## src/rtl/if_id_buffer_pkg.sv

```systemverilog
// Shared definitions for the IF/ID decoupling buffer: bubble constant and the
// {pc, inst} entry type at the default widths.
package if_id_buffer_pkg;

    localparam int unsigned DefAddrW = 32;
    localparam int unsigned DefInstW = 32;

    // Value driven onto id_pc/id_inst while no valid entry is presented.
    localparam logic [31:0] ZeroWord = 32'h0000_0000;

    typedef struct packed {
        logic [DefAddrW-1:0] pc;
        logic [DefInstW-1:0] inst;
    } if_id_entry_t;

endpackage

```

## src/rtl/if_id_buffer_if.sv

```systemverilog
// Handshake bundle between fetch (producer), decode (consumer) and the buffer.
// The buffer uses the slave view; the surrounding pipeline uses the master view.
interface if_id_buffer_if #(
    parameter int ADDR_W = 32,
    parameter int INST_W = 32,
    parameter int DEPTH  = 4
);
    localparam int CNT_W = $clog2(DEPTH + 1);

    logic              flush;
    logic              if_valid;
    logic              if_ready;
    logic [ADDR_W-1:0] if_pc;
    logic [INST_W-1:0] if_inst;
    logic              id_valid;
    logic              id_ready;
    logic [ADDR_W-1:0] id_pc;
    logic [INST_W-1:0] id_inst;
    logic [CNT_W-1:0]  count;

    modport master (
        output flush, if_valid, if_pc, if_inst, id_ready,
        input  if_ready, id_valid, id_pc, id_inst, count
    );

    modport slave (
        input  flush, if_valid, if_pc, if_inst, id_ready,
        output if_ready, id_valid, id_pc, id_inst, count
    );

endinterface

```

## src/rtl/if_id_buffer.sv

```systemverilog
// DEPTH-entry FIFO of {pc, inst} between fetch and decode. All outputs derive
// from state only, so there is no combinational path between IF and ID.
module if_id_buffer
    import if_id_buffer_pkg::*;
#(
    parameter int ADDR_W = 32,
    parameter int INST_W = 32,
    parameter int DEPTH  = 4
) (
    input  logic          clk,
    input  logic          rst,
    if_id_buffer_if.slave bus
);

    localparam int PTR_W = $clog2(DEPTH);
    localparam int CNT_W = $clog2(DEPTH + 1);

    logic [ADDR_W-1:0] pc_mem_q   [DEPTH];
    logic [INST_W-1:0] inst_mem_q [DEPTH];

    logic [PTR_W-1:0] wr_ptr_q, wr_ptr_d;
    logic [PTR_W-1:0] rd_ptr_q, rd_ptr_d;
    logic [CNT_W-1:0] cnt_q, cnt_d;

    logic if_ready_s;
    logic id_valid_s;
    logic push_s;
    logic pop_s;

    // Handshake qualification from current occupancy.
    always_comb begin
        if_ready_s = (cnt_q != CNT_W'(DEPTH));
        id_valid_s = (cnt_q != CNT_W'(0));
        push_s     = bus.if_valid & if_ready_s;
        pop_s      = id_valid_s & bus.id_ready;
    end

    // Next-state for pointers and occupancy; flush discards any concurrent push/pop.
    always_comb begin
        wr_ptr_d = wr_ptr_q;
        rd_ptr_d = rd_ptr_q;
        cnt_d    = cnt_q;
        if (bus.flush) begin
            wr_ptr_d = PTR_W'(0);
            rd_ptr_d = PTR_W'(0);
            cnt_d    = CNT_W'(0);
        end else begin
            if (push_s) begin
                wr_ptr_d = wr_ptr_q + PTR_W'(1);
            end else begin
                wr_ptr_d = wr_ptr_q;
            end
            if (pop_s) begin
                rd_ptr_d = rd_ptr_q + PTR_W'(1);
            end else begin
                rd_ptr_d = rd_ptr_q;
            end
            case ({push_s, pop_s})
                2'b10:   cnt_d = cnt_q + CNT_W'(1);
                2'b01:   cnt_d = cnt_q - CNT_W'(1);
                default: cnt_d = cnt_q;
            endcase
        end
    end

    // Pointer and occupancy registers.
    always_ff @(posedge clk) begin
        if (rst) begin
            wr_ptr_q <= PTR_W'(0);
            rd_ptr_q <= PTR_W'(0);
            cnt_q    <= CNT_W'(0);
        end else begin
            wr_ptr_q <= wr_ptr_d;
            rd_ptr_q <= rd_ptr_d;
            cnt_q    <= cnt_d;
        end
    end

    // Entry storage; contents are unreachable after reset/flush so it needs no reset.
    always_ff @(posedge clk) begin
        if (push_s) begin
            pc_mem_q[wr_ptr_q]   <= bus.if_pc;
            inst_mem_q[wr_ptr_q] <= bus.if_inst;
        end
    end

    // Head presentation with zeroed bubble when empty.
    always_comb begin
        bus.if_ready = if_ready_s;
        bus.id_valid = id_valid_s;
        bus.count    = cnt_q;
        if (id_valid_s) begin
            bus.id_pc   = pc_mem_q[rd_ptr_q];
            bus.id_inst = inst_mem_q[rd_ptr_q];
        end else begin
            bus.id_pc   = ADDR_W'(ZeroWord);
            bus.id_inst = INST_W'(ZeroWord);
        end
    end

endmodule

```

## src/flat_wrapper.sv

```systemverilog
// flat-port wrapper written by rule: the top's interface ports become plain ports
module if_id_buffer_flat import if_id_buffer_pkg::*;
#(
    parameter int ADDR_W = 32,
    parameter int INST_W = 32,
    parameter int DEPTH  = 4
)
  (clk, rst, bus_flush, bus_if_valid, bus_if_pc, bus_if_inst, bus_id_ready, bus_if_ready, bus_id_valid, bus_id_pc, bus_id_inst, bus_count);
  if_id_buffer_if #(.ADDR_W(ADDR_W), .INST_W(INST_W), .DEPTH(DEPTH)) bus_i ();
  input  logic clk;
  input  logic rst;
  input wire logic [$bits(bus_i.flush)-1:0] bus_flush;
  input wire logic [$bits(bus_i.if_valid)-1:0] bus_if_valid;
  input wire logic [$bits(bus_i.if_pc)-1:0] bus_if_pc;
  input wire logic [$bits(bus_i.if_inst)-1:0] bus_if_inst;
  input wire logic [$bits(bus_i.id_ready)-1:0] bus_id_ready;
  output wire logic [$bits(bus_i.if_ready)-1:0] bus_if_ready;
  output wire logic [$bits(bus_i.id_valid)-1:0] bus_id_valid;
  output wire logic [$bits(bus_i.id_pc)-1:0] bus_id_pc;
  output wire logic [$bits(bus_i.id_inst)-1:0] bus_id_inst;
  output wire logic [$bits(bus_i.count)-1:0] bus_count;
  assign bus_i.flush = bus_flush;
  assign bus_i.if_valid = bus_if_valid;
  assign bus_i.if_pc = bus_if_pc;
  assign bus_i.if_inst = bus_if_inst;
  assign bus_i.id_ready = bus_id_ready;
  assign bus_if_ready = bus_i.if_ready;
  assign bus_id_valid = bus_i.id_valid;
  assign bus_id_pc = bus_i.id_pc;
  assign bus_id_inst = bus_i.id_inst;
  assign bus_count = bus_i.count;
  if_id_buffer #(.ADDR_W(ADDR_W), .INST_W(INST_W), .DEPTH(DEPTH)) u_core (.clk(clk), .rst(rst), .bus(bus_i));
endmodule
```

## config.mk

```make
export PLATFORM = sky130hd
export DESIGN_NAME = if_id_buffer_flat
export DESIGN_NICKNAME = d
export VERILOG_FILES = /design/src/rtl/if_id_buffer_pkg.sv /design/src/rtl/if_id_buffer_if.sv /design/src/rtl/if_id_buffer.sv /design/src/flat_wrapper.sv
export SDC_FILE = /design/constraint.sdc
export NUM_CORES = 1
export LEC_CHECK = 0
export CORE_ASPECT_RATIO = 1.1
export CORE_UTILIZATION = 40
export DETAILED_ROUTE_END_ITERATION = 12
export PLACE_DENSITY_LB_ADDON = 0.2
export REMOVE_ABC_BUFFERS = 1
export SYNTH_ARGS = -nofsm -noshare
export SYNTH_HDL_FRONTEND = slang
export SYNTH_SLANG_ARGS = --single-unit
```

## constraint.sdc

```tcl
create_clock -name clk -period 4.85 [get_ports clk]
set_input_delay 0.485 -clock clk [delete_from_list [all_inputs] [get_ports clk]]
set_output_delay 0.485 -clock clk [all_outputs]
set_load 0.005 [all_outputs]
```

Yosys cells after proc, flatten, opt, wreduce, memory -nomap -nowiden
Memories as Yosys holds them, arrays and structs flattened. A register that Yosys moved wholly into a read port is not among the register bits.
Index checks and enable logic that the tools add are counted.
Storage, ports and cells
  flip-flop bits (word level): 7
  bits in latches: 0
  bits in writable memories: 256
  ROM bits: 0
  bits of input ports: 69
  output and inout port bits: 69
  logic and storage cells: 26
  memories: 2
Cells by class
  add/subtract/negate cells: 4
  multiply operators: 0
  divide/modulo/power cells: 0
  magnitude comparators: 0
  eq/ne operators: 3
  shift-type cells: 0
  muxes and demuxes: 9
  bitwise logic cells: 2
  reduce and logical (&&, ||, !) cells: 3
Memory list
  u_core.inst_mem_q: depth 4, width 32, read ports 1, clocked after memory_dff 1, write ports 1, line if_id_buffer.sv:19  | logic [INST_W-1:0] inst_mem_q [DEPTH];
  u_core.pc_mem_q: depth 4, width 32, read ports 1, clocked after memory_dff 1, write ports 1, line if_id_buffer.sv:18  | logic [ADDR_W-1:0] pc_mem_q [DEPTH];
Operators with widths (number)
  $mux W32: 2
  $mux W2: 4
  $pmux W3 S2: 1
  $add A2 B1 Y2 const B: 2
  $add A3 B1 Y3 const B: 1
  $ne A3 B3 Y1 const B: 1
  $reduce_bool A3 Y1: 1
  $sub A3 B1 Y3 const B: 1
  $and A1 B1 Y1: 2
  $eq A2 B1 Y1 const B: 1
  $eq A2 B2 Y1 const B: 1
  $mux W1: 2
  $reduce_bool A2 Y1: 1
  $reduce_or A2 Y1: 1

Longest topological paths before layout
  word-level depth: 4
  gate-level depth with buffers: 9
  depth with buffers taken out: 8

Worst setup path after synthesis
No wires, ideal clock.
  path kind: reg2reg
  start point: register u_core.cnt_q[0] (netlist: u_core.bus.count[0])
  end point: memory u_core.inst_mem_q[0][0] (enable)
  library setup time: 429 ps
  data arrival time: 2302 ps
  data required time: 4421 ps
  path slack: 2119 ps
  cell stages (with the launch flop): 4
  path buffers: 1
  clock period less this slack: 2731 ps
  path through: dfxtp_1 -> or3b_1 -> clkbuf_1 -> and3_1
Between the ends
  longest elaborated chain between the ends: 4
Ends and longest elaborated chain
  start, declared: line if_id_buffer.sv:23  | logic [CNT_W-1:0] cnt_q, cnt_d;
  start signal, assigned: line if_id_buffer.sv:75  | cnt_q <= cnt_d;
  $ne A3 B3 Y1: line if_id_buffer.sv:32  | if_ready_s = (cnt_q != CNT_W'(DEPTH));
  net bus_if_ready: line flat_wrapper.sv:17  | output wire logic [$bits(bus_i.if_ready)-1:0] bus_if_ready;
  $and A1 B1 Y1: line if_id_buffer.sv:34  | push_s = bus.if_valid & if_ready_s;
  $mux W1: line if_id_buffer.sv:81  | if (push_s) begin
  $mux W1 (not written as such): line if_id_buffer.sv:83  | inst_mem_q[wr_ptr_q] <= bus.if_inst;
  end, declared: line if_id_buffer.sv:19
The timed path passes the listed nets, and every way through them passes these cells.

==> impl_metrics.env <==
export IMPL_fin_setup_tns_ns=0
export IMPL_die_area_sq_um=26200
export IMPL_async_flop_share=0
export IMPL_yosys_warnings=0
export IMPL_grt_pass1_wl_mm=29.8
export IMPL_start_kind="flip-flop"
export IMPL_grt_max_degree=65
export IMPL_drive_gt1_frac=0.176
export IMPL_status="completed"
export IMPL_clock_sinks=265
export IMPL_grt_use_total=0.151
export IMPL_p_int_mw=4.08
export IMPL_pwr_share_comb=0.061
export IMPL_ys_seq_area_frac=0.770
export IMPL_vias_per_cell=5.12
export IMPL_cts_root_buf="clkbuf_16"
export IMPL_io_buffers=137
export IMPL_num_antenna_cells=0
export IMPL_p_sw_uw=964
export IMPL_hold_viol=0
export IMPL_hold_ws_ns=0.522
export IMPL_pwr_density_cell_nw_per_um2=396
export IMPL_fp_row_count=60
export IMPL_slew_headroom=0.303
export IMPL_power_switching_share=0.191
export IMPL_end_kind="output pin"
export IMPL_fin_crit_ns=3.47
export IMPL_dp_hpwl_mm=10.4
export IMPL_clkTransAtPathRegs_ns=0.06
export IMPL_clock_fmax_ghz=0.288
export IMPL_critPathArrivalTime_ns=2.98
export IMPL_clk_latency_ns=0.52
export IMPL_synth_top_area_cell="edfxtp_1"
export IMPL_seqPwrFrac=0.514
export IMPL_drt_iter0_markers=228
export IMPL_synth_top_family_by_area="multiplexers"
export IMPL_crit_path_max_fanout=35
export IMPL_synth_main_ff_cell="edfxtp_1"
export IMPL_clockBufferDepth=3
export IMPL_cts_hold_buf=0
export IMPL_nets=679
export IMPL_avgSynthCellArea_sq_um=22.3
export IMPL_cts_buffers=26
export IMPL_synth_xor_xnor_area_share=0.00343
export IMPL_synth_edf_count=256
export IMPL_cts_htree_levels=1
export IMPL_cts_tree="built"
export IMPL_drt_pass1_iterations=4
export IMPL_pwr_share_clk=0.425
export IMPL_rsz0062_at_grt="false"
export IMPL_period_share=0.715
export IMPL_antenna_found_initial=0
export IMPL_drv_cap=0
export IMPL_holdCritPathClass="flip-flop to flip-flop"
export IMPL_ys_types=25
export IMPL_worstMarginPinSlew_ns=1.05
export IMPL_layout_commonest_cell="edfxtp_1"
export IMPL_overflow=0
export IMPL_drv_slew=0
export IMPL_ctsResizeCount=0
export IMPL_critPathKind="flip-flop to output pin"
export IMPL_totalWireLength_mm=19.2
export IMPL_synth_area_sq_um=10200
export IMPL_peakVddDrop_v=0.000285
export IMPL_syn_inst=459
export IMPL_worstPathRequired_ns=4.37
export IMPL_ys_seq_elements=265
export IMPL_mostFrequentLayoutCells="edfxtp_1, clkdlybuf4s50_1, and2_1, mux4_2, clkbuf_16"
export IMPL_drc=0
export IMPL_syn_to_final_growth_pct=24.8
export IMPL_post_cts_setup_buffer_count=0
export IMPL_ant_nets=0
export IMPL_die_y_um=170
export IMPL_synthMuxAreaShare=0.145
export IMPL_start_util=0.412
export IMPL_yosys_area_share_simple=0.0488
export IMPL_synth_compound_area_share=0.00306
export IMPL_setup_viol=0
export IMPL_die_width_um=154
export IMPL_synth_area_leaders="edfxtp_1, mux4_2, and2_1"
export IMPL_wl_per_cell_um=20.5
export IMPL_gp_congestion=0.686
export IMPL_yosys_area_share_adder=0.00809
export IMPL_power_leakage_nw=4.06
export IMPL_core_area_sq_um=24800
export IMPL_grt_pass1_vias=5324
export IMPL_vias=4782
export IMPL_clock_skew_final_ns=0.0118
export IMPL_synth_top_cell_area_share=0.753
export IMPL_ios=138
==> metal layers <==
metal / track usage / vias up / part of all wire
met2: 0.266 / 116 / 0.52
met3: 0.0322 / 18 / 0.054
met4: 0.0422 / 0 / 0.014
met5: 0 / - / 0
li1: - / 2150 / -
met1: 0.187 / 2498 / 0.41
==> cell type report <==
| type | count | area [sq um] |
|---|---|---|
| clock inverters | 18 | 233 |
| flip-flops and latches | 265 | 7880 |
| repair buffers | 140 | 1390 |
| inverters | 6 | 22.5 |
| multi-input cells | 165 | 2140 |
| clock buffers | 30 | 687 |
| well taps | 310 | 388 |
| fillers | 1996 | 12000 |
==> kinds of logic after synthesis <==
kind of cell | Yosys count
compound gates | 5
flops | 265
simple gates | 84
fa+ha+maj | 6
xor+xnor | 4
mux | 66
buf+inv | 29
==> worst max-delay path, stage by stage (launching register included) <==
cell and delay [ns]:
dfxtp_4 0.83, buf_4 0.46, mux4_1 0.58, and2_1 0.17, clkdlybuf4s50_1 0.44
==> registers in the layout, summed over array words and instances, names as in the netlist, named ones only <==
name and count:
u_core.wr_ptr_q 2, u_core.pc_mem_q 128, u_core.rd_ptr_q 2, u_core.bus.count 3, u_core.inst_mem_q 128
==> synth_stat cells, types with 4 or more instances <==
library cell    n
dfxtp_1         9
xor2_1          4
mux4_1          4
nor2_1          7
edfxtp_1      256
inv_1           6
mux4_2         60
and3_1          4
clkbuf_1        9
and2_1         64
nand2_1         5
buf_2           6
buf_12          6
ha_1            5
==> power by group through the flow <==
stage | Combinational (mW) | Clock, mW | Sequential [mW]
2_1_floorplan | 0.119 | 0 | 2.64
3_3_place_gp | 0.306 | 0 | 2.64
3_5_place_dp | 0.313 | 0 | 2.64
4_1_cts | 0.315 | 2.18 | 2.59
5_1_grt | 0.334 | 2.29 | 2.60
6_report | 0.307 | 2.15 | 2.59
==> per-stage QoR <==
step / cells / utilization / power, mW / cell area [sq um] / setup slack, ns
2_1_floorplan: 436 / - / 2.76 / 10000 / 0.832
3_3_place_gp: 886 / 0.477 / 2.94 / 11800 / 1.77
3_5_place_dp: 886 / 0.477 / 2.95 / 11800 / 1.79
4_1_cts: 934 / 0.514 / 5.09 / 12700 / 1.24
5_1_grt: 934 / 0.514 / 5.22 / 12700 / 1.11
6_report: 934 / 0.514 / 5.04 / 12700 / 1.38
==> worst paths after layout <==
kind | depth (start not counted) | slack, ns | from | endpoint
hold reg to reg | 2 | 0.52 | u_core.wr_ptr_q[1] | u_core.wr_ptr_q[1]
hold / removal | 2 | 0.52 | u_core.wr_ptr_q[1] | u_core.wr_ptr_q[1]
setup / recovery | 4 | 1.38 | flip-flop | bus_id_inst[31]
setup reg to reg | 8 | 2.37 | u_core.bus.count[2] | u_core.bus.count[2]
Power figures use the tool's default switching activity.
